### config.mk
export PLATFORM = sky130hd
export DESIGN_NAME = load_store_unit_flat
export DESIGN_NICKNAME = d
export VERILOG_FILES = /design/src/rtl/lsu_pkg.sv /design/src/rtl/load_store_unit_if.sv /design/src/rtl/lsu_align.sv /design/src/rtl/load_store_unit.sv /design/src/flat_wrapper.sv
export SDC_FILE = /design/constraint.sdc
export NUM_CORES = 1
export LEC_CHECK = 0
export CORE_MARGIN = 2
export CORE_UTILIZATION = 32
export DETAILED_ROUTE_END_ITERATION = 10
export HOLD_SLACK_MARGIN = 0.06
export PLACE_DENSITY = 0.66
export SETUP_SLACK_MARGIN = 0.3
export SLEW_MARGIN = 20
export SYNTH_ARGS = -nofsm -noshare
export SYNTH_HDL_FRONTEND = slang
export SYNTH_SLANG_ARGS = --single-unit
### constraint.sdc
create_clock -name clk -period 4.4 [get_ports clk]
set_input_delay 0.44 -clock clk [delete_from_list [all_inputs] [get_ports clk]]
set_output_delay 0.44 -clock clk [all_outputs]
set_load 0.01 [all_outputs]
### src/rtl/lsu_pkg.sv
// Shared types and encodings for the load/store unit: FSM states,
// decoder load/store type codes and the alignment rule.
package lsu_pkg;

   typedef enum logic [1:0] {
      IDLE = 2'd0,
      REQ  = 2'd1,
      DONE = 2'd2
   } lsu_state_t;

   // Load types as driven by the decoder's lw_imm_sel; 101-111 act as lw.
   localparam logic [2:0] LD_W  = 3'b000;
   localparam logic [2:0] LD_H  = 3'b001;
   localparam logic [2:0] LD_B  = 3'b010;
   localparam logic [2:0] LD_HU = 3'b011;
   localparam logic [2:0] LD_BU = 3'b100;

   // Store types as driven by the decoder's sw_imm_sel; 11 acts as sw.
   localparam logic [1:0] ST_W = 2'b00;
   localparam logic [1:0] ST_B = 2'b01;
   localparam logic [1:0] ST_H = 2'b10;

   // Natural alignment check: words on 4-byte, halves on 2-byte boundaries.
   function automatic logic access_aligned(input logic       is_store,
                                           input logic [2:0] ld_type,
                                           input logic [1:0] st_type,
                                           input logic [1:0] off);
      logic ok;
      if (is_store) begin
         case (st_type)
            ST_B:    ok = 1'b1;
            ST_H:    ok = (off[0] == 1'b0);
            default: ok = (off == 2'b00);
         endcase
      end else begin
         case (ld_type)
            LD_B, LD_BU: ok = 1'b1;
            LD_H, LD_HU: ok = (off[0] == 1'b0);
            default:     ok = (off == 2'b00);
         endcase
      end
      return ok;
   endfunction

endpackage

### src/rtl/load_store_unit_if.sv
// Data-memory bus between the load/store unit (master) and the memory (slave).
//
// Handshake: the master raises mem_req together with mem_we, mem_addr,
// mem_wdata and mem_be, and holds all of them stable until the slave
// answers with a one-cycle mem_ack. mem_rdata is only meaningful in the
// cycle mem_ack is high. The master drops mem_req in the cycle after the
// ack; an ack seen while mem_req is low is ignored.
interface load_store_unit_if #(
   parameter int XLEN = 32
) ();

   logic            mem_req;
   logic            mem_we;
   logic [XLEN-1:0] mem_addr;
   logic [XLEN-1:0] mem_wdata;
   logic [3:0]      mem_be;
   logic            mem_ack;
   logic [XLEN-1:0] mem_rdata;

   modport master (
      output mem_req, mem_we, mem_addr, mem_wdata, mem_be,
      input  mem_ack, mem_rdata
   );

   modport slave (
      input  mem_req, mem_we, mem_addr, mem_wdata, mem_be,
      output mem_ack, mem_rdata
   );

endinterface

### src/rtl/lsu_align.sv
// Byte-lane steering: store byte enables and lane-replicated store data,
// plus byte/half extraction with sign or zero extension for loads.
module lsu_align
   import lsu_pkg::*;
#(
   parameter int XLEN = 32
) (
   input  logic [2:0]      ld_type,
   input  logic [1:0]      st_type,
   input  logic [1:0]      offset,
   input  logic [XLEN-1:0] wdata,
   input  logic [XLEN-1:0] rdata,
   output logic [3:0]      be,
   output logic [XLEN-1:0] wdata_lane,
   output logic [XLEN-1:0] rdata_ext
);

   logic [7:0]  byte_sel;
   logic [15:0] half_sel;

   // Store side: replicate the datum into every lane, enable only the target lanes.
   always_comb begin
      be         = 4'b1111;
      wdata_lane = wdata;
      case (st_type)
         ST_B: begin
            be         = 4'b0001 << offset;
            wdata_lane = {(XLEN/8){wdata[7:0]}};
         end
         ST_H: begin
            be         = offset[1] ? 4'b1100 : 4'b0011;
            wdata_lane = {(XLEN/16){wdata[15:0]}};
         end
         default: begin
            be         = 4'b1111;
            wdata_lane = wdata;
         end
      endcase
   end

   // Load side: pick the addressed byte/half and extend it to XLEN.
   always_comb begin
      case (offset)
         2'd0:    byte_sel = rdata[7:0];
         2'd1:    byte_sel = rdata[15:8];
         2'd2:    byte_sel = rdata[23:16];
         default: byte_sel = rdata[31:24];
      endcase
      half_sel = offset[1] ? rdata[31:16] : rdata[15:0];
      case (ld_type)
         LD_B:    rdata_ext = {{(XLEN-8){byte_sel[7]}}, byte_sel};
         LD_BU:   rdata_ext = {{(XLEN-8){1'b0}}, byte_sel};
         LD_H:    rdata_ext = {{(XLEN-16){half_sel[15]}}, half_sel};
         LD_HU:   rdata_ext = {{(XLEN-16){1'b0}}, half_sel};
         default: rdata_ext = rdata;
      endcase
   end

endmodule

### src/rtl/load_store_unit.sv
// Load/store unit: turns the decoder's load/store request into one
// req/ack transaction on the data-memory bus, stalling the single-cycle
// datapath until it completes (or times out).
module load_store_unit
   import lsu_pkg::*;
#(
   parameter int XLEN    = 32,
   parameter int TIMEOUT = 255
) (
   input  logic                clk,
   input  logic                rst,
   input  logic                ld_req,
   input  logic                st_req,
   input  logic [2:0]          lw_imm_sel,
   input  logic [1:0]          sw_imm_sel,
   input  logic [XLEN-1:0]     addr,
   input  logic [XLEN-1:0]     wdata,
   output logic [XLEN-1:0]     rdata_out,
   output logic                stall,
   output logic                misalign,
   output logic                bus_err,
   load_store_unit_if.master   mem,
   output lsu_state_t          state_dbg
);

   localparam bit TMO_EN = (TIMEOUT != 0);
   localparam int CW     = (TIMEOUT > 0) ? $clog2(TIMEOUT + 1) : 1;
   localparam int TMO_M1 = (TIMEOUT > 0) ? TIMEOUT - 1 : 0;
   localparam logic [CW-1:0] TMO_LAST = TMO_M1[CW-1:0];

   lsu_state_t      state;
   logic [2:0]      ld_type_q;
   logic [1:0]      off_q;
   logic [CW-1:0]   tmo_cnt;

   logic            st_go;
   logic            ld_go;
   logic            aligned;
   logic            req_ok;
   logic            tmo_hit;
   logic [1:0]      align_off;
   logic [3:0]      be_lane;
   logic [XLEN-1:0] wdata_lane;
   logic [XLEN-1:0] rdata_ext;

   assign state_dbg = state;

   // Request decode: stores win over loads; stall as soon as a legal access is seen.
   always_comb begin
      st_go    = st_req;
      ld_go    = ld_req && !st_req;
      aligned  = access_aligned(st_go, lw_imm_sel, sw_imm_sel, addr[1:0]);
      req_ok   = (state == IDLE) && (st_go || ld_go) && aligned;
      misalign = (state == IDLE) && (st_go || ld_go) && !aligned;
      stall    = req_ok || (state == REQ);
      tmo_hit  = TMO_EN && (tmo_cnt == TMO_LAST);
      // Store lanes come from the live address; load extraction from the latched one.
      align_off = (state == IDLE) ? addr[1:0] : off_q;
   end

   lsu_align #(.XLEN(XLEN)) u_align (
      .ld_type    (ld_type_q),
      .st_type    (sw_imm_sel),
      .offset     (align_off),
      .wdata      (wdata),
      .rdata      (mem.mem_rdata),
      .be         (be_lane),
      .wdata_lane (wdata_lane),
      .rdata_ext  (rdata_ext)
   );

   // Transaction FSM with registered bus outputs, result and timeout counter.
   always_ff @(posedge clk or posedge rst) begin
      if (rst) begin
         state         <= IDLE;
         mem.mem_req   <= 1'b0;
         mem.mem_we    <= 1'b0;
         mem.mem_addr  <= '0;
         mem.mem_wdata <= '0;
         mem.mem_be    <= 4'b0000;
         rdata_out     <= '0;
         bus_err       <= 1'b0;
         tmo_cnt       <= '0;
         ld_type_q     <= LD_W;
         off_q         <= 2'b00;
      end else begin
         bus_err <= 1'b0;
         case (state)
            IDLE: begin
               if (req_ok) begin
                  mem.mem_req   <= 1'b1;
                  mem.mem_we    <= st_go;
                  mem.mem_addr  <= {addr[XLEN-1:2], 2'b00};
                  mem.mem_be    <= st_go ? be_lane : 4'b1111;
                  mem.mem_wdata <= st_go ? wdata_lane : '0;
                  ld_type_q     <= lw_imm_sel;
                  off_q         <= addr[1:0];
                  tmo_cnt       <= '0;
                  state         <= REQ;
               end
            end
            REQ: begin
               if (mem.mem_ack) begin
                  if (!mem.mem_we) begin
                     rdata_out <= rdata_ext;
                  end
                  mem.mem_req <= 1'b0;
                  mem.mem_we  <= 1'b0;
                  tmo_cnt     <= '0;
                  state       <= DONE;
               end else if (tmo_hit) begin
                  rdata_out   <= '0;
                  bus_err     <= 1'b1;
                  mem.mem_req <= 1'b0;
                  mem.mem_we  <= 1'b0;
                  tmo_cnt     <= '0;
                  state       <= DONE;
               end else begin
                  tmo_cnt <= tmo_cnt + CW'(1);
               end
            end
            DONE: begin
               // The instruction that caused this access is still on the
               // decoder outputs, so any request seen here is not new.
               state <= IDLE;
            end
            default: state <= IDLE;
         endcase
      end
   end

endmodule
### src/flat_wrapper.sv
// flat-port wrapper written by rule: the top's interface ports become plain ports
module load_store_unit_flat import lsu_pkg::*;
#(
   parameter int XLEN    = 32,
   parameter int TIMEOUT = 255
)
  (clk, rst, ld_req, st_req, lw_imm_sel, sw_imm_sel, addr, wdata, rdata_out, stall, misalign, bus_err, state_dbg, mem_mem_req, mem_mem_we, mem_mem_addr, mem_mem_wdata, mem_mem_be, mem_mem_ack, mem_mem_rdata);
  load_store_unit_if #(.XLEN(XLEN)) mem_i ();
  input  logic clk;
  input  logic rst;
  input  logic ld_req;
  input  logic st_req;
  input  logic [2:0] lw_imm_sel;
  input  logic [1:0] sw_imm_sel;
  input  logic [XLEN-1:0] addr;
  input  logic [XLEN-1:0] wdata;
  output logic [XLEN-1:0] rdata_out;
  output logic stall;
  output logic misalign;
  output logic bus_err;
  output lsu_state_t state_dbg;
  output wire logic [$bits(mem_i.mem_req)-1:0] mem_mem_req;
  output wire logic [$bits(mem_i.mem_we)-1:0] mem_mem_we;
  output wire logic [$bits(mem_i.mem_addr)-1:0] mem_mem_addr;
  output wire logic [$bits(mem_i.mem_wdata)-1:0] mem_mem_wdata;
  output wire logic [$bits(mem_i.mem_be)-1:0] mem_mem_be;
  input wire logic [$bits(mem_i.mem_ack)-1:0] mem_mem_ack;
  input wire logic [$bits(mem_i.mem_rdata)-1:0] mem_mem_rdata;
  assign mem_mem_req = mem_i.mem_req;
  assign mem_mem_we = mem_i.mem_we;
  assign mem_mem_addr = mem_i.mem_addr;
  assign mem_mem_wdata = mem_i.mem_wdata;
  assign mem_mem_be = mem_i.mem_be;
  assign mem_i.mem_ack = mem_mem_ack;
  assign mem_i.mem_rdata = mem_mem_rdata;
  load_store_unit #(.XLEN(XLEN), .TIMEOUT(TIMEOUT)) u_core (.clk(clk), .rst(rst), .ld_req(ld_req), .st_req(st_req), .lw_imm_sel(lw_imm_sel), .sw_imm_sel(sw_imm_sel), .addr(addr), .wdata(wdata), .rdata_out(rdata_out), .stall(stall), .misalign(misalign), .bus_err(bus_err), .mem(mem_i), .state_dbg(state_dbg));
endmodule
# --- Yosys cells after proc, flatten, opt, wreduce, memory -nomap -nowiden ---
# Cells that the tools add are included.
word_totals:
  register_bits: 116
  input_bits: 106
op_classes:
  addsub: 1
  n_eq_ne: 17
  mux: 32
  shift: 1
  bitwise_logic: 1
  n_reduce_logical: 20
op_table:
  columns: ["operator", "count"]
  rows:
  - ["2-to-1 mux 32 bit", 4]
  - ["case mux 32 bit (4 select lines)", 1]
  - ["case mux 32 bit (2 select lines)", 1]
  - ["2-to-1 mux 8 bit", 3]
  - ["case mux 8 bit (3 select lines)", 1]
  - ["2-to-1 mux 16 bit", 1]
  - ["case mux 8 bit (2 select lines)", 1]
  - ["== test 3 x 2 -> 1 bit, second input constant", 4]
  - ["adder 8 x 1 -> 8 bit, second input constant", 1]
  - ["== test 8 bit, second input constant", 1]
  - ["2-to-1 mux 1 bit", 8]
  - ["2-to-1 mux 2 bit", 4]
  - ["2-to-1 mux 4 bit", 2]
  - ["case mux 1 bit (2 select lines)", 4]
  - ["case mux 4 bit (2 select lines)", 1]
  - ["== test 2 x 1 -> 1 bit, second input constant", 3]
  - ["== test 3 x 1 -> 1 bit, second input constant", 2]
  - ["== test 3 bit, second input constant", 2]
  - ["logical NOT 2 bit", 3]
  - ["AND reduction 2 bit", 3]
  - ["AND reduction 3 bit", 2]
  - ["== test 2 bit, second input constant", 2]
  - ["logical AND 1 bit", 4]
  - ["case mux 2 bit (2 select lines)", 1]
  - ["9 further kinds", 13]

# --- Logic depth before layout (Yosys ltp) ---
# Gate-level depths: netlist of run 1.
logic_depth:
  depth_word: 7
  mapped_depth: 10
  depth_no_buf: 7

# --- Hierarchy ---
# Synthesis of run 1 repeated with hierarchy kept, for this count alone.
hier_totals:
  cells_unflattened: 712
  hier_area_um2: 6925.4
by_module_without_submodules:
  columns: ["mod", "n_inst", "cells_each", "area_each_um2", "seq_area_each_um2"]
  rows:
  - ["load_store_unit", 1, 460, 5251.3, 2902.8]
  - ["lsu_align", 1, 252, 1674.1, 0.0]

# --- Worst setup path before layout of run 1 ---
# No wires, ideal clock.
synth_path:
  path_kind: "in2reg"
  from: "in sw_imm_sel[0]"
  to: "reg u_core.ld_type_q[0]"
  path_slack_ns: 2.104
  arrival_time_ns: 2.168
  t_required_ns: 4.273
  setup_time_ns: 0.127
  cell_stages: 10
  cell_sequence: "inv_1 > ha_1 > buf_2 > nor2_1 > o32ai_1 > nand2_1 > a21boi_1 > buf_4 > buf_6 > mux2_1"
synth_between:
  elab_chain_cells: 5
synth_rtl:
  columns: ["item", "line_no", "rtl"]
  rows:
  - ["start: declaration", "flat_wrapper.sv:14", "input logic [1:0] sw_imm_sel;"]
  - ["== test 2 bit or == test 2 x 1 -> 1 bit (tied branches)", "lsu_pkg.sv:30", "case (st_type)"]
  - ["case mux 1 bit (2 select lines) *", "lsu_pkg.sv:30", null]
  - ["2-to-1 mux 1 bit *", "lsu_pkg.sv:29", "if (is_store) begin"]
  - ["logical AND 1 bit *", "load_store_unit.sv:53", "req_ok = (state == IDLE) && (st_go || ld_go) && aligned;"]
  - ["AND reduction 2 bit (no source line) *", null, null]
  - ["end signal: assignment", "load_store_unit.sv:96", "ld_type_q <= lw_imm_sel;"]
  - ["end: declaration", "load_store_unit.sv:32", "logic [2:0] ld_type_q;"]
# Mark *: on every way between the ends. The rest lies on a longest branch, timed or not.
# A chain may end at the register's enable or synchronous reset.

# --- Final worst setup path of run 1 ---
layout_path:
  from: "in sw_imm_sel[1]"
  to: "out stall"
layout_between:
  elab_chain_cells: 5
layout_rtl:
  columns: ["item", "line_no", "rtl"]
  rows:
  - ["== test 2 bit or == test 2 x 1 -> 1 bit (tied branches)", "lsu_pkg.sv:30", null]
  - ["case mux 1 bit (2 select lines) *", "lsu_pkg.sv:30", null]
  - ["2-to-1 mux 1 bit *", "lsu_pkg.sv:29", null]
  - ["logical AND 1 bit *", "load_store_unit.sv:53", null]
  - ["logical OR 1 bit *", "load_store_unit.sv:55", "stall = req_ok || (state == REQ);"]
  - ["end: declaration", "flat_wrapper.sv:18", "output logic stall;"]
# Marked as above.

==> results of run 1 <==
synthesized netlist by cell type, types with 2 or more instances:
master and number:
sky130_fd_sc_hd__dfrtp_1 116, sky130_fd_sc_hd__buf_2 4, sky130_fd_sc_hd__nand3_1 18, sky130_fd_sc_hd__o21ai_0 48, sky130_fd_sc_hd__nor2b_1 2, sky130_fd_sc_hd__a2111oi_4 2
sky130_fd_sc_hd__mux2_2 4, sky130_fd_sc_hd__nand2b_1 4, sky130_fd_sc_hd__o211ai_1 8, sky130_fd_sc_hd__o21ai_2 11, sky130_fd_sc_hd__buf_6 9, sky130_fd_sc_hd__a31oi_1 3
sky130_fd_sc_hd__and3_1 7, sky130_fd_sc_hd__or3_1 3, sky130_fd_sc_hd__inv_1 46, sky130_fd_sc_hd__a221o_1 8, sky130_fd_sc_hd__buf_4 3, sky130_fd_sc_hd__nor3b_2 2
sky130_fd_sc_hd__a22o_1 9, sky130_fd_sc_hd__ha_1 4, sky130_fd_sc_hd__nand2_1 38, sky130_fd_sc_hd__nor3b_4 2, sky130_fd_sc_hd__o21ai_1 11, sky130_fd_sc_hd__nand4_1 9
sky130_fd_sc_hd__nor2_1 34, sky130_fd_sc_hd__or2_2 2, sky130_fd_sc_hd__clkbuf_1 17, sky130_fd_sc_hd__xnor2_1 4, sky130_fd_sc_hd__a211oi_1 10, sky130_fd_sc_hd__o22ai_1 4
sky130_fd_sc_hd__a22oi_1 7, sky130_fd_sc_hd__buf_1 2, sky130_fd_sc_hd__mux2_1 59, sky130_fd_sc_hd__nor4_2 2, sky130_fd_sc_hd__nor3_1 8, sky130_fd_sc_hd__nand3_2 2
sky130_fd_sc_hd__o21a_1 5, sky130_fd_sc_hd__a21oi_1 28
sequential cells by signal (all words and copies together) (netlist names):
signal	cells
u_core.mem.mem_wdata	32
u_core.rdata_out	32
u_core.mem.mem_addr	30
u_core.tmo_cnt	8
u_core.mem.mem_be	4
u_core.ld_type_q	3
u_core.off_q	2
u_core.state_dbg	2
u_core.bus_err	1
u_core.mem.mem_req	1
u_core.mem.mem_we	1
through the flow:
stage                     cell area (µm²)  power, µW
final                                8850       5810
after global routing                 8850       6200
after CTS                            8850       5870
after detailed placement             8320       4580
after global placement               8320       4550
after floorplan                      6010       3250
worst max-delay path: stages:
cell and delay, ns:
sky130_fd_sc_hd__clkdlybuf4s50_1 0.49, sky130_fd_sc_hd__ha_1 0.42, sky130_fd_sc_hd__nor2_1 0.09, sky130_fd_sc_hd__o32ai_1 0.27
sky130_fd_sc_hd__buf_4 0.22, sky130_fd_sc_hd__nand2_1 0.12, sky130_fd_sc_hd__a31oi_2 0.18, sky130_fd_sc_hd__buf_4 0.19
sky130_fd_sc_hd__clkdlybuf4s50_1 0.56
area by class of cell:
cell class	count	area, µm²	area share [%]
clock buffer	21	450	5.09
clock inverter	10	85.1	0.961
sequential	116	2900	32.8
inverter	46	175	1.98
timing repair buffer	222	2200	24.9
tap	234	293	3.31
multi-input combinational	383	2740	31.0
routing by layer:
metal,up-vias,wire (µm)
li1,2490,-
met1,2486,7710
met2,189,7930
met3,30,1330
met4,0,361
met5,-,0
cell families (layout without fill, tap and decap cells):
| kind of cell | Yosys count | count (layout) |
|---|---|---|
| compound gates | 165 | 165 |
| mux | 64 | 64 |
| buf+inv | 81 | 299 |
| other cells | 1 | 2 |
| fa+ha+maj | 4 | 4 |
| xor+xnor | 4 | 4 |
| flops | 116 | 116 |
| simple gates | 144 | 144 |
worst paths after layout:
kind / startpoint / to
max: sw_imm_sel[1] / stall
min: u_core.rdata_out[18] / u_core.rdata_out[18]
max reg2reg: u_core.state_dbg[0] / u_core.mem.mem_addr[15]
min reg2reg: u_core.rdata_out[18] / u_core.rdata_out[18]
max in group asynchronous: rst / u_core.mem.mem_be[0]
min in group asynchronous: rst / u_core.mem.mem_addr[15]
power by group:
group,switching (µW),internal [µW]
combinational,1290,1400
clock,486,780
sequential,327,1530
total,2100,3710
==> impl_metrics.env, run 1 <==
export IMPL_post_detailed_route_wirelength_per_cell_um=16.8
export IMPL_run_status="complete, no violations"
export IMPL_via_count=5195
export IMPL_final_setup_skew_ns=0.00811
export IMPL_timing_final_setup_violations=0
export IMPL_muxShareOfSynthArea_pct=12.0
export IMPL_yosysWarningCount=0
export IMPL_worstPathArrival_ns=2.99
export IMPL_finalHoldWorstSlack_ns=0.477
export IMPL_startpoint_type_of_the_worst_setup_path="input pin"
export IMPL_fill_cells=1744
export IMPL_detailedPlacementHpwl_um=12500
export IMPL_place_congestion=0.822
export IMPL_port_buffer_count=210
export IMPL_synth_adder_area_share_pct=0.833
export IMPL_clk_root_buffer_cell="sky130_fd_sc_hd__clkbuf_16"
export IMPL_synth_async_reset_ratio_pct=100
export IMPL_number_of_sinks_handled_by_clock_tree_synthesis=116
export IMPL_total_wirelength_um=17300
export IMPL_detail_route_iter0_violations=257
export IMPL_groute_usage_overall_pct=17.6
export IMPL_layout_min_cycle_time_ns=3.43
export IMPL_number_of_detailed_route_iterations_in_the_first_pass=4
export IMPL_final_setup_tns_ns=0
export IMPL_drv_slew=0
export IMPL_synth_enable_flop_cells=0
export IMPL_layout_drive_gt1_share_pct=10.0
export IMPL_grt_antenna_before_repair=0
export IMPL_post_route_period_util_pct=77.9
export IMPL_yosys_cell_types_count=62
export IMPL_cts_repair_resize_count=0
export IMPL_htreeDepth=4
export IMPL_dieArea_um2=19900
export IMPL_global_route_usage_met2_pct=27.0
export IMPL_ctsHoldBuffers=0
export IMPL_final_cell_mix="sky130_fd_sc_hd__clkdlybuf4s50_1, sky130_fd_sc_hd__dfrtp_1, sky130_fd_sc_hd__mux2_1, sky130_fd_sc_hd__o21ai_0, sky130_fd_sc_hd__inv_1"
export IMPL_vdd_ir_drop_max_v=0.000326
export IMPL_synth_simple_gate_area_share_pct=13.1
export IMPL_n_antenna_cell=0
export IMPL_global_route_usage_met3_pct=5.77
export IMPL_core_area_um2=18600
export IMPL_crit_required_ns=3.96
export IMPL_timing_hold_worst_path_depth=2
export IMPL_clock_tree_buffer_depth=2
export IMPL_grt_pass1_vias=5231
export IMPL_power_density_cell_area_nw_per_um2=656
export IMPL_initial_core_util_pct=32.3
export IMPL_largest_family_of_logic_cells_by_synthesized_area="compound AO/OA/AOI/OAI gates"
export IMPL_ys_flop_type="sky130_fd_sc_hd__dfrtp_1"
export IMPL_worst_slew_pin_transition_ns=1.02
export IMPL_detail_route_antenna_nets=0
export IMPL_non_filler_cells_in_the_finished_layout=1032
export IMPL_die_height_um=141
export IMPL_viasPerCell=5.03
export IMPL_setup_ws_ns=0.970
export IMPL_clk_latency_ns=0.41
export IMPL_fp_row_count=50
export IMPL_dpl_worst_slack_ns=0.960
export IMPL_first_pass_grt_wire_length_um=27700
export IMPL_clk_transition_reported_paths_ns=0.05
export IMPL_yosys_area_top_type_share_pct=48.3
export IMPL_worstSetupPathType="in2out"
export IMPL_gr_usage_met1_pct=22.9
export IMPL_cap_viol_max_count=0
export IMPL_syn_avg_cell_area_um2=10.4
export IMPL_mappedNetlistArea_um2=6010
export IMPL_power_leakage_uw=0.00372
export IMPL_worst_r2r_setup_slack_ns=1.73
export IMPL_layout_nets=896
export IMPL_final_hold_viol_count=0
export IMPL_main_area_contributors_after_synthesis="sky130_fd_sc_hd__dfrtp_1, sky130_fd_sc_hd__mux2_1, sky130_fd_sc_hd__o21ai_0"
export IMPL_rsz0062_at_grt="false"
export IMPL_placed_cells=1001
export IMPL_syn_inst=579
export IMPL_maxClockFrequency_mhz=292
export IMPL_gr_max_usage_layer="met2"
export IMPL_fin_util_pct=47.7
export IMPL_worstHoldPathType="reg2reg"
export IMPL_ioPinCount=213
export IMPL_route_detailed_drc=0
export IMPL_ys_ff_latch=116
export IMPL_critical_path_sink_type="primary output"
export IMPL_worstRegToRegCells=4
export IMPL_synth_largest_area_cell="sky130_fd_sc_hd__dfrtp_1"
export IMPL_synth_compound_gate_area_share_pct=18.7
export IMPL_global_route_overflow_total=0
export IMPL_synth_xor_xnor_area_share_pct=0.583
export IMPL_final_common_cell="sky130_fd_sc_hd__clkdlybuf4s50_1"
export IMPL_fp_dieW_um=141
export IMPL_tritoncts="done"
export IMPL_maxSlewHeadroom_pct=32.0
export IMPL_syn2layout_area_growth_pct=47.3
export IMPL_cts_setup_buffers=0
export IMPL_critPathMaxFanout=12
export IMPL_cts_inserted_buffers=17
export IMPL_synth_seq_area_share_pct=48.3
export IMPL_grt_max_degree=72
Note: power is estimated with default switching activity, not from simulation.
==> inputs of run 2 (changes only) <==
==> constraint.sdc (replaced) <==
create_clock -name clk -period 3.4 [get_ports clk]
set_input_delay 0.34 -clock clk [delete_from_list [all_inputs] [get_ports clk]]
set_output_delay 0.34 -clock clk [all_outputs]
set_load 0.01 [all_outputs]
==> run 2 against run 1 <==
Sequential power increased by 30%. Flip-flop and latch count unchanged. Final cell count increased by 0.48%. First-iteration DRC count increased by 19%. Cell area increased by 1.4%. Count of clock-buffer cells in the layout decreased by 3. Register-to-register slack got worse by 0.80 ns. Die area unchanged. Via count increased by 0.67%. Non-clock buffer count increased by 4.
==> impl_metrics.env, run 2 (same netlist as run 1, synthesis figures left out) <==
export IMPL_worstSetupPathType="in2out"
export IMPL_die_height_um=141
export IMPL_netSwitchingFraction_pct=35.7
export IMPL_power_density_cell_area_nw_per_um2=860
export IMPL_worstHoldPathType="in2async"
export IMPL_core_area_um2=18600
export IMPL_critical_path_sink_type="primary output"
export IMPL_number_of_sinks_handled_by_clock_tree_synthesis=116
export IMPL_grt_pass1_vias=5240
export IMPL_first_pass_grt_wire_length_um=28700
export IMPL_final_seq_area_um2=2900
export IMPL_clock_tree_buffer_depth=2
export IMPL_intPower_uw=4960
export IMPL_htreeDepth=4
export IMPL_via_count=5230
export IMPL_gr_max_usage_layer="met2"
export IMPL_detail_route_antenna_nets=0
export IMPL_setup_ws_ns=0.699
export IMPL_worstPathCellList="clkdlybuf4s50_1 -> inv_1 -> ha_1 -> and2_1 -> o32ai_2 -> nand2_1 -> a31oi_2 -> dlygate4sd2_1"
export IMPL_rsz0062_at_grt="false"
export IMPL_layout_nets=900
export IMPL_layout_min_cycle_time_ns=2.70
export IMPL_final_cell_mix="sky130_fd_sc_hd__clkdlybuf4s50_1, sky130_fd_sc_hd__dfrtp_1, sky130_fd_sc_hd__mux2_1, sky130_fd_sc_hd__o21ai_0, sky130_fd_sc_hd__inv_1"
export IMPL_clk_transition_reported_paths_ns=0.06
export IMPL_p_switching_uw=2760
export IMPL_finalHoldWorstSlack_ns=0.360
export IMPL_post_route_period_util_pct=79.4
export IMPL_top_regs="u_core.mem.mem_wdata: 32 flops, u_core.rdata_out: 32 flops, u_core.mem.mem_addr: 30 flops"
export IMPL_tritoncts="done"
export IMPL_port_buffer_count=210
export IMPL_pwr_share_clk_pct=23.6
export IMPL_crit_required_ns=3.06
export IMPL_groute_usage_overall_pct=18.3
export IMPL_timing_final_setup_violations=0
export IMPL_clk_latency_ns=0.41
export IMPL_final_design_area_no_fill_um2=8980
export IMPL_power_share_combinational_pct=45.3
export IMPL_fin_util_pct=48.3
export IMPL_cap_viol_max_count=0
export IMPL_global_route_overflow_total=0
export IMPL_n_antenna_cell=0
export IMPL_place_area_um2=8370
export IMPL_multi_input_comb_area_um2=2740
export IMPL_global_route_usage_met2_pct=28.6
export IMPL_power_leakage_uw=0.00378
export IMPL_cts_inserted_buffers=17
export IMPL_post_detailed_route_wirelength_per_cell_um=17.2
export IMPL_final_setup_skew_ns=0.00863
export IMPL_final_setup_tns_ns=0
export IMPL_global_route_usage_met3_pct=5.88
export IMPL_clk_root_buffer_cell="sky130_fd_sc_hd__clkbuf_16"
export IMPL_fp_dieW_um=141
export IMPL_drv_slew=0
export IMPL_power_sequential_fraction_pct=31.1
export IMPL_final_hold_viol_count=0
export IMPL_dieArea_um2=19900
export IMPL_run_status="complete, no violations"
export IMPL_vdd_ir_drop_max_v=0.000474
export IMPL_total_wirelength_um=17800
export IMPL_fp_row_count=50
export IMPL_detailedPlacementHpwl_um=13200
export IMPL_layout_drive_gt1_share_pct=11.0
export IMPL_ioPinCount=213
export IMPL_route_detailed_drc=0
export IMPL_worstPathArrival_ns=2.36
export IMPL_maxSlewHeadroom_pct=52.2
export IMPL_number_of_detailed_route_iterations_in_the_first_pass=4
export IMPL_dpl_worst_slack_ns=0.329
export IMPL_ctsHoldBuffers=0
export IMPL_startpoint_type_of_the_worst_setup_path="input pin"
export IMPL_critical_path_top_delay_family="buffers and inverters"
export IMPL_syn2layout_area_growth_pct=49.4
export IMPL_cp_slowest_stage_delay_ns=0.49
export IMPL_maxClockFrequency_mhz=370
export IMPL_place_congestion=0.833
export IMPL_gr_usage_met1_pct=24.4
export IMPL_critPathMaxFanout=4
export IMPL_worst_slew_pin_transition_ns=0.717
export IMPL_viasPerCell=5.04
export IMPL_initial_core_util_pct=32.3
export IMPL_grt_antenna_before_repair=0
export IMPL_cp_buffers_inverters=3
export IMPL_detail_route_iter0_violations=306
export IMPL_grt_max_degree=45
export IMPL_crit_path_top_delay_cell="sky130_fd_sc_hd__clkdlybuf4s50_1"
export IMPL_final_common_cell="sky130_fd_sc_hd__clkdlybuf4s50_1"
export IMPL_fill_cells=1723
run 2: cell count changes in the layout (fill, tap and decap cells not counted), sizes merged, moves of 2 or more:
cell,change
buf,+4
bufinv,+2
clkbuf,-3
clkdlybuf4s50,-2
clkinvlp,+2
run 2: what timing repair did:
| item | 4_1_cts | 5_1_grt |
|---|---|---|
| gates resized for setup | 1 | 2 |
| setup buffers | 0 | 0 |
| endpoints found under the setup margin | 1 | 1 |
| cloned | 0 | 0 |
run 2: layout make-up:
cell class | instances | share of cell area, %
Tap cell | 234 | 3.26
Inverter | 46 | 1.97
Timing Repair Buffer | 226 | 25.2
Clock buffer | 18 | 4.89
Sequential cell | 116 | 32.3
Multi-Input combinational cell | 383 | 30.6
Clock inverter | 14 | 1.80
run 2: power by group through the flow:
stage | Sequential (µW) | Combinational, µW | Clock [µW]
final | 2400 | 3490 | 1820
after global routing | 2490 | 3790 | 1950
after CTS | 2410 | 3530 | 1870
after detailed placement | 2420 | 3520 | 0
after global placement | 2400 | 3500 | 0
after floorplan | 2570 | 1630 | 0
run 2: routing by layer:
metal | vias up | share of wire, %
li1 | 2500 | -
met1 | 2499 | 44
met2 | 211 | 46
met3 | 20 | 7.9
met4 | 0 | 1.5
met5 | - | 0
run 2: final timing paths:
path / from / endpoint / slack [ns] / cells past startpoint
worst max-delay path: sw_imm_sel[0] / stall / 0.70 / 8
worst min-delay path: rst / u_core.rdata_out[4] / 0.36 / 2
worst max register to register: u_core.state_dbg[0] / u_core.rdata_out[28] / 0.93 / 6
worst min register to register: u_core.rdata_out[20] / u_core.rdata_out[20] / 0.48 / 2
max in group asynchronous: rst / u_core.mem.mem_addr[14] / 2.29 / 3
min in group clk: u_core.rdata_out[20] / u_core.rdata_out[20] / 0.48 / 2
run 2: metrics by stage:
step | power [µW] | instances
6_report | 7720 | 1037
5_1_grt | 8230 | 1037
4_1_cts | 7820 | 1037
3_5_place_dp | 5940 | 1005
3_3_place_gp | 5900 | 1005
2_1_floorplan | 4200 | 580
run 2: worst reg2reg max path, stage by stage (launching register included):
cell                       delay, ns
sky130_fd_sc_hd__dfrtp_1        0.64
sky130_fd_sc_hd__or3b_1         0.67
sky130_fd_sc_hd__a211oi_1       0.39
sky130_fd_sc_hd__nor4b_2        0.11
sky130_fd_sc_hd__o31ai_2        0.07
sky130_fd_sc_hd__buf_4          0.29
sky130_fd_sc_hd__o21ai_0        0.16
==> inputs of run 3 (changes only) <==
==> constraint.sdc (replaced) <==
create_clock -name clk -period 2.7 [get_ports clk]
set_input_delay 0.27 -clock clk [delete_from_list [all_inputs] [get_ports clk]]
set_output_delay 0.27 -clock clk [all_outputs]
set_load 0.01 [all_outputs]
==> run 3 against run 2 <==
Combinational power increased by 30%. Non-clock buffer count increased by 10. Cell area increased by 1.8%. Critical path type unchanged. Critical endpoint is now misalign. Largest power group unchanged.
==> impl_metrics.env, run 3 (same netlist as run 1, synthesis figures left out) <==
export IMPL_layout_min_cycle_time_ns=2.27
export IMPL_clk_transition_reported_paths_ns=0.06
export IMPL_grt_max_degree=52
export IMPL_post_detailed_route_wirelength_per_cell_um=17.3
export IMPL_groute_usage_overall_pct=18.2
export IMPL_timing_final_setup_violations=0
export IMPL_number_of_detailed_route_iterations_in_the_first_pass=5
export IMPL_startpoint_type_of_the_worst_setup_path="input pin"
export IMPL_power_leakage_uw=0.00387
export IMPL_dpl_worst_slack_ns=-0.161
export IMPL_run_status="complete, no violations"
export IMPL_final_cell_mix="sky130_fd_sc_hd__clkdlybuf4s50_1, sky130_fd_sc_hd__dfrtp_1, sky130_fd_sc_hd__mux2_1, sky130_fd_sc_hd__o21ai_0, sky130_fd_sc_hd__inv_1"
export IMPL_worstSetupPathType="in2out"
export IMPL_rsz0062_at_grt="false"
export IMPL_route_detailed_drc=0
export IMPL_final_common_cell="sky130_fd_sc_hd__clkdlybuf4s50_1"
export IMPL_cp_slowest_stage_delay_ns=0.52
export IMPL_routed_top_layer="met4"
export IMPL_worstPathCellList="clkdlybuf4s50_1 -> ha_4 -> and2_4 -> o32ai_4 -> buf_4 -> inv_1 -> a22oi_1 -> nor3_1 -> buf_2"
export IMPL_met3WireLength_um=1540
export IMPL_fin_util_pct=49.2
export IMPL_worstPathArrival_ns=2.00
export IMPL_fp_row_count=50
export IMPL_syn2layout_area_growth_pct=52.1
export IMPL_maxClockFrequency_mhz=441
export IMPL_vdd_ir_drop_max_v=0.000664
export IMPL_n_antenna_cell=0
export IMPL_initial_core_util_pct=32.3
export IMPL_final_setup_skew_ns=0.00595
export IMPL_die_height_um=141
export IMPL_crit_required_ns=2.43
export IMPL_clk_root_buffer_cell="sky130_fd_sc_hd__clkbuf_16"
export IMPL_final_setup_tns_ns=0
export IMPL_layout_drive_gt1_share_pct=12.7
export IMPL_total_wirelength_um=18100
export IMPL_grt_pass1_vias=5271
export IMPL_critical_path_sink_type="primary output"
export IMPL_critical_path_top_delay_family="buffers and inverters"
export IMPL_clock_tree_buffer_depth=2
export IMPL_first_pass_grt_wire_length_um=28200
export IMPL_worst_slew_pin_transition_ns=0.839
export IMPL_maxSlewHeadroom_pct=44.0
export IMPL_htreeDepth=4
export IMPL_report_power_total_uw=9950
export IMPL_fp_dieW_um=141
export IMPL_cap_viol_max_count=0
export IMPL_detail_route_antenna_nets=0
export IMPL_power_density_cell_area_nw_per_um2=1090
export IMPL_crit_path_top_delay_cell="sky130_fd_sc_hd__clkdlybuf4s50_1"
export IMPL_critPathMaxFanout=4
export IMPL_number_of_sinks_handled_by_clock_tree_synthesis=116
export IMPL_grt_antenna_before_repair=0
export IMPL_detail_route_iter0_violations=286
export IMPL_global_route_overflow_total=0
export IMPL_dieArea_um2=19900
export IMPL_via_count=5303
export IMPL_post_route_period_util_pct=83.9
export IMPL_setup_ws_ns=0.435
export IMPL_tritoncts="done"
export IMPL_worstHoldPathType="in2async"
export IMPL_wirelength_met1_um=7820
export IMPL_place_congestion=0.845
export IMPL_core_area_um2=18600
export IMPL_port_buffer_count=210
export IMPL_viasPerCell=5.07
export IMPL_cp_buffers_inverters=4
export IMPL_ioPinCount=213
export IMPL_cts_inserted_buffers=17
export IMPL_final_hold_viol_count=0
export IMPL_detailedPlacementHpwl_um=13100
export IMPL_layout_nets=910
export IMPL_drv_slew=0
export IMPL_top_regs="u_core.mem.mem_wdata: 32 flops, u_core.rdata_out: 32 flops, u_core.mem.mem_addr: 30 flops"
export IMPL_clk_latency_ns=0.42
export IMPL_met2_wirelength_um=8530
-- run 3: through the flow --
step           hold WS (ns)  cell area [µm²]  std cells
6_report              0.301             9140       1046
5_1_grt               0.317             9140       1046
4_1_cts               0.300             9130       1046
3_5_place_dp          0.468             8450       1013
3_3_place_gp          0.462             8450       1013
2_1_floorplan         0.342             6020        580
-- run 3: final timing paths --
| path | startpoint | end | slack, ns | cells after the start |
|---|---|---|---|---|
| setup / recovery | sw_imm_sel[1] | misalign | 0.43 | 9 |
| hold / removal | rst | u_core.ld_type_q[2] | 0.30 | 3 |
| setup reg to reg | u_core.state_dbg[1] | u_core.rdata_out[29] | 0.51 | 6 |
| hold reg to reg | u_core.rdata_out[7] | u_core.rdata_out[7] | 0.47 | 2 |
| max in group asynchronous | rst | u_core.mem.mem_addr[20] | 1.96 | 3 |
| min in group clk | mem_mem_rdata[3] | u_core.rdata_out[3] | 0.44 | 3 |
-- run 3: power breakdown --
part	internal [µW]	total [µW]	leakage (µW)	switching, µW
Sequential	2490	3000	0.00145	504
Combinational	2360	4520	0.00211	2160
Clock	1630	2440	0.000308	804
-- run 3: worst min-delay path, stage by stage --
cell                              delay, ns
sky130_fd_sc_hd__clkdlybuf4s50_1       0.44
sky130_fd_sc_hd__clkinvlp_4            0.14
sky130_fd_sc_hd__buf_12                0.21
-- run 3: per-layer routing --
metal / vias up / GRT usage, %
met1: 2573 / 23.1
li1: 2511 / -
met4: 0 / 5.58
met2: 205 / 29.3
met3: 14 / 6.39
met5: - / 0
-- run 3: timing repair --
action,in CTS,in global routing
pin swaps,1,1
buffers inserted,2,0
endpoints found under the hold margin,0,0
hold buffers,0,0
resized for setup,11,7
endpoints found under the setup margin,35,66
-- run 3: layout make-up --
type / instances / area, µm²
Sequential cell: 116 / 2900
Inverter: 46 / 176
Fill cell: 1750 / 9440
Clock buffer: 22 / 484
Clock inverter: 9 / 150
Multi-Input combinational cell: 383 / 2780
Tap cell: 234 / 293
Timing Repair Buffer: 236 / 2350
